`src/rtl/mousetrap_sync_sink.sv`:
```
// Clocked tail of a MouseTrap two-phase pipeline: synchronizes req_in, captures the bundled word into a FWFT FIFO, toggles ack_in.
// Optional MT_SINK_SYNC3_EN selects a 3-flop request synchronizer instead of the default 2-flop chain.
module mousetrap_sync_sink #(
    parameter int WORD_WIDTH = 32,
    parameter int DEPTH      = 4
) (
    input  logic                    clk,
    input  logic                    rst_n,
    input  logic                    req_in,
    input  logic [WORD_WIDTH-1:0]   Data_in,
    output logic                    ack_in,
    output logic [WORD_WIDTH-1:0]   data_out,
    output logic                    valid_out,
    input  logic                    ready_in,
    output logic [$clog2(DEPTH):0]  count_out
);

    localparam int PTR_W = $clog2(DEPTH);
    localparam int CNT_W = PTR_W + 1;

    logic                  req_s1;
    logic                  req_s2;
    logic                  req_sync;
    logic                  pend;
    logic                  pop;
    logic                  cap;
    logic [PTR_W-1:0]      wr_ptr;
    logic [PTR_W-1:0]      rd_ptr;
    logic [CNT_W-1:0]      count_nxt;
    logic [WORD_WIDTH-1:0] head_nxt;
    logic [WORD_WIDTH-1:0] mem [DEPTH];

`ifdef MT_SINK_SYNC3_EN
    logic req_s3;

    always_ff @(posedge clk or negedge rst_n) begin
        if (!rst_n) begin
            req_s1 <= 1'b0;
            req_s2 <= 1'b0;
            req_s3 <= 1'b0;
        end else begin
            req_s1 <= req_in;
            req_s2 <= req_s1;
            req_s3 <= req_s2;
        end
    end

    assign req_sync = req_s3;
`else
    always_ff @(posedge clk or negedge rst_n) begin
        if (!rst_n) begin
            req_s1 <= 1'b0;
            req_s2 <= 1'b0;
        end else begin
            req_s1 <= req_in;
            req_s2 <= req_s1;
        end
    end

    assign req_sync = req_s2;
`endif

    // Handshake: a word moves to the consumer on any edge where valid_out && ready_in;
    // valid_out never depends on ready_in, and data_out holds while valid_out && !ready_in.
    assign pend = (req_sync != ack_in);
    assign pop  = valid_out && ready_in;
    assign cap  = pend && ((count_out < CNT_W'(DEPTH)) || pop);

    always_comb begin
        count_nxt = count_out;
        case ({cap, pop})
            2'b10:   count_nxt = count_out + CNT_W'(1);
            2'b01:   count_nxt = count_out - CNT_W'(1);
            default: count_nxt = count_out;
        endcase
    end

    // The head register is preloaded with whatever will sit at the read pointer after this edge,
    // so data_out is a plain flop and an empty FIFO keeps showing the last popped word.
    always_comb begin
        head_nxt = data_out;
        if (pop) begin
            if (count_out == CNT_W'(1)) begin
                if (cap) begin
                    head_nxt = Data_in;
                end
            end else begin
                head_nxt = mem[rd_ptr + PTR_W'(1)];
            end
        end else if ((count_out == '0) && cap) begin
            head_nxt = Data_in;
        end
    end

    always_ff @(posedge clk) begin
        if (cap) begin
            mem[wr_ptr] <= Data_in;
        end
    end

    always_ff @(posedge clk or negedge rst_n) begin
        if (!rst_n) begin
            ack_in    <= 1'b0;
            wr_ptr    <= '0;
            rd_ptr    <= '0;
            count_out <= '0;
            valid_out <= 1'b0;
            data_out  <= '0;
        end else begin
            ack_in    <= ack_in ^ cap;
            if (cap) begin
                wr_ptr <= wr_ptr + PTR_W'(1);
            end
            if (pop) begin
                rd_ptr <= rd_ptr + PTR_W'(1);
            end
            count_out <= count_nxt;
            valid_out <= (count_nxt != '0);
            data_out  <= head_nxt;
        end
    end

endmodule

```
`config.mk`:
```
export PLATFORM = sky130hd
export DESIGN_NAME = mousetrap_sync_sink
export DESIGN_NICKNAME = d
export VERILOG_FILES = /design/src/rtl/mousetrap_sync_sink.sv
export SDC_FILE = /design/constraint.sdc
export NUM_CORES = 1
export LEC_CHECK = 0
export CAP_MARGIN = 0
export CELL_PAD_IN_SITES_DETAIL_PLACEMENT = 2
export CELL_PAD_IN_SITES_GLOBAL_PLACEMENT = 2
export CORE_MARGIN = 2
export CORE_UTILIZATION = 38
export DETAILED_ROUTE_END_ITERATION = 10
export GPL_ROUTABILITY_DRIVEN = 0
export PLACE_DENSITY = 0.77
export SLEW_MARGIN = 0
export SYNTH_ARGS = -nofsm -noshare
export SYNTH_HDL_FRONTEND = slang
export SYNTH_SLANG_ARGS = --single-unit
```
`constraint.sdc`:
```
create_clock -name clk -period 2.49 [get_ports clk]
set_clock_uncertainty 0.15 [all_clocks]
set_input_delay 0.249 -clock clk [delete_from_list [all_inputs] [get_ports clk]]
set_output_delay 0.249 -clock clk [all_outputs]
set_load 0.03 [all_outputs]
```
==> key figures <==
Placement
  • Port-buffer cells: 72
  • Sum of net half-perimeters after detailed placement: 11800 µm
  • Post-Place Cell Area: 8210 µm²
  • Post-Place Setup Slack: -80.3 ps
  • Placed Cells: 711

GRT
  • Largest net degree at the start of global routing: 38
  • Overflow after GRT: 0
  • Initial antenna violation count: 0
  • Tot GR Track Use: 0.201
  • Vias in the first global route: 4630
  • First-pass GRT wire length: 28900 µm

STA
  • Slew headroom: 0.589
  • Pins over their slew limit: 0
  • Fin crit share: 0.932
  • RSZ-0062 raised after global routing: false
  • PnR worst setup slack: 168 ps
  • Fmax: 431 MHz
  • Tightest Pin Transition: 616 ps
  • Final hold violations: 0
  • Setup TNS: 0 ps
  • Period minus WS final: 2320 ps
  • Smallest hold slack: 42.0 ps
  • Setup violators final: 0

Die
  • Core Rows: 49
  • Core area: 18000 µm²
  • Die Ht: 139 µm
  • Die width: 139 µm
  • # IOs: 73
  • Initial Util: 0.388
  • Die ar.: 19500 µm²

Setup path
  • Worst setup path class: reg2reg
  • Critical path endpoint category: flip-flop
  • Crit path DAT: 2470 ps
  • Crit path cell chain: nand2_1 > clkinv_1 > ha_1 > inv_1 > o211ai_1 > o21ai_0 > or3_1
  • Worst setup SP type: flip-flop
  • CP Data Required Time: 2640 ps
  • CP max stage cell: ha_1
  • CP max stage delay: 410 ps
  • Critical Path Fanout Max: 5

Synthesis
  • Post-synth top area share: 0.551
  • Synthesized area per cell: 17.3 µm²
  • Synth area leaders: edfxtp_1, dfrtp_1, mux4_2, mux2_2, o21ai_0
  • Register bit total from synthesis: 171
  • Net Count, Synth: 451
  • Yosys Warn Count: 0
  • Distinct cell type count after synthesis: 29
  • Seq/Total Area, Yosys: 0.705
  • Yosys top cell by area: edfxtp_1
  • Post-synthesis cell count: 404
  • Synthesized cell area: 6980 µm²

Pwr
  • Peak supply drop: 0.696 mV
  • Total power: 11.6 mW
  • Pleak: 3.15 nW
  • PwrDens: 1320 nW/µm²

Clocking
  • CTS tree: done
  • Cts hold-fix bufs: 1
  • Reg clk slew, reported paths: 60 ps
  • H-tree depth: 4
  • Total CTS buffers: 17
  • Clk buf depth: 2
  • Clk sinks: 171
  • Worst-Skew Late Latency: 430 ps
  • Setup Buffers After CTS: 0
  • Post_cts resized: 0
  • Clk root buf: clkbuf_16

Drt
  • DR WL/cell: 24.6 µm
  • Routed WL: 18300 µm
  • Total number of vias: 3978
  • Final ANT Viol Nets: 0
  • # DRC: 0
  • DR pass1 iterations: 4
  • Number of vias per cell: 5.35
  • DRT iter0 DRCs: 241

Layout
  • Final Core Density: 0.490
  • Design Area, Final: 8810 µm²
  • Fin cells: 744
  • Ant diodes: 0
  • Layout area overhead: 26.3%
  • Share of layout cells above drive strength 1: 0.262
  • Total Nets Final: 549

Min path
  • Class of the worst hold path: in2async

Outcome
  • Status: completed

Flow run
  • Max-Cap Viols: 0
report_power, final:
group	internal, mW	leakage, nW	switching (mW)
sequential	3.95	1.68	0.451
combinational	2.14	1.20	2.43
clock	1.56	0.268	1.09
synthesized netlist by cell type, drive strengths merged:
library cell  instances
edfxtp              128
dfrtp                43
nand2                38
o21ai                36
mux2                 33
mux4                 32
nand3                32
buf                  12
clkbuf               12
ha                   11
inv                   6
and2                  4
xnor2                 4
nor2b                 3
o31ai                 2
a21oi                 1
a22oi                 1
clkinv                1
mux2i                 1
nand2b                1
nor3b                 1
o211ai                1
or3                   1
per-layer routing:
metal	global-route usage	share of wire	routed length, µm
met5	0	0	0
met4	0.0665	0.015	273
met3	0.0330	0.034	619
met2	0.359	0.54	9820
met1	0.250	0.42	7620
flip-flops by register name, summed over array words and instances, names as in the netlist, named ones only:
register,flops
rd_ptr,2
req_s2,1
req_s1,1
count_out,3
wr_ptr,2
data_out,32
mem,128
valid_out,1
path summary, 6_finish.rpt:
kind	end	cells after the start	slack, ps	startpoint
setup / recovery	valid_out$_DFF_PN0_	7	170	valid_out$_DFF_PN0_
hold / removal	data_out[25]$_DFFE_PN0P_	2	40	rst_n
setup reg to reg	valid_out$_DFF_PN0_	7	170	valid_out$_DFF_PN0_
hold reg to reg	req_s2$_DFF_PN0_	0	210	req_s1$_DFF_PN0_
max in group asynchronous	rd_ptr[0]$_DFFE_PN0P_	3	1250	rst_n
min in group clk	req_s1$_DFF_PN0_	1	100	req_in
placed cells by master (no fill, tap or decap), types with 2 or more instances in the layout:
master	Yosys	routed
inv_1	6	6
ha_1	11	11
clkinvlp_4	0	6
nand3_1	32	32
dfrtp_2	0	3
clkbuf_16	0	17
nand2_1	38	38
xnor2_1	4	4
clkdlybuf4s50_1	0	71
clkbuf_8	0	3
bufinv_16	0	2
nor2b_1	3	2
mux4_2	31	31
o21ai_0	35	35
o31ai_1	2	2
buf_12	3	11
dfrtp_1	43	40
edfxtp_1	128	128
buf_4	3	19
and2_2	0	4
clkbuf_1	12	3
mux2_2	33	33
critical path: cells and delay by family, from the launching register on:
| kind | cells | cell delay [ps] |
|---|---|---|
| buffers and inverters | 2 | 360 |
| DFF | 1 | 400 |
| and+or+nand+nor | 2 | 600 |
| adders and majority gates | 1 | 410 |
| AOI/OAI and AO/OA | 2 | 270 |
layout make-up:
cell class,instances,area [µm²]
multi-input cells,202,1890
clock buffers,23,478
fillers,1631,9150
well taps,229,287
repair buffers,103,1090
flip-flops and latches,171,4920
inverters,7,26.3
clock inverters,9,114
kinds of logic (layout without fill, tap and decap cells):
group / after synthesis / in the layout / share of synthesized area
flops: 171 / 171 / 0.705
simple gates: 80 / 80 / 0.0526
buf+inv: 31 / 142 / 0.0269
xor+xnor: 4 / 4 / 0.00502
fa+ha+maj: 11 / 11 / 0.0197
compound gates: 41 / 41 / 0.0319
mux: 66 / 66 / 0.159
Note: power is estimated with default switching activity, not from simulation.
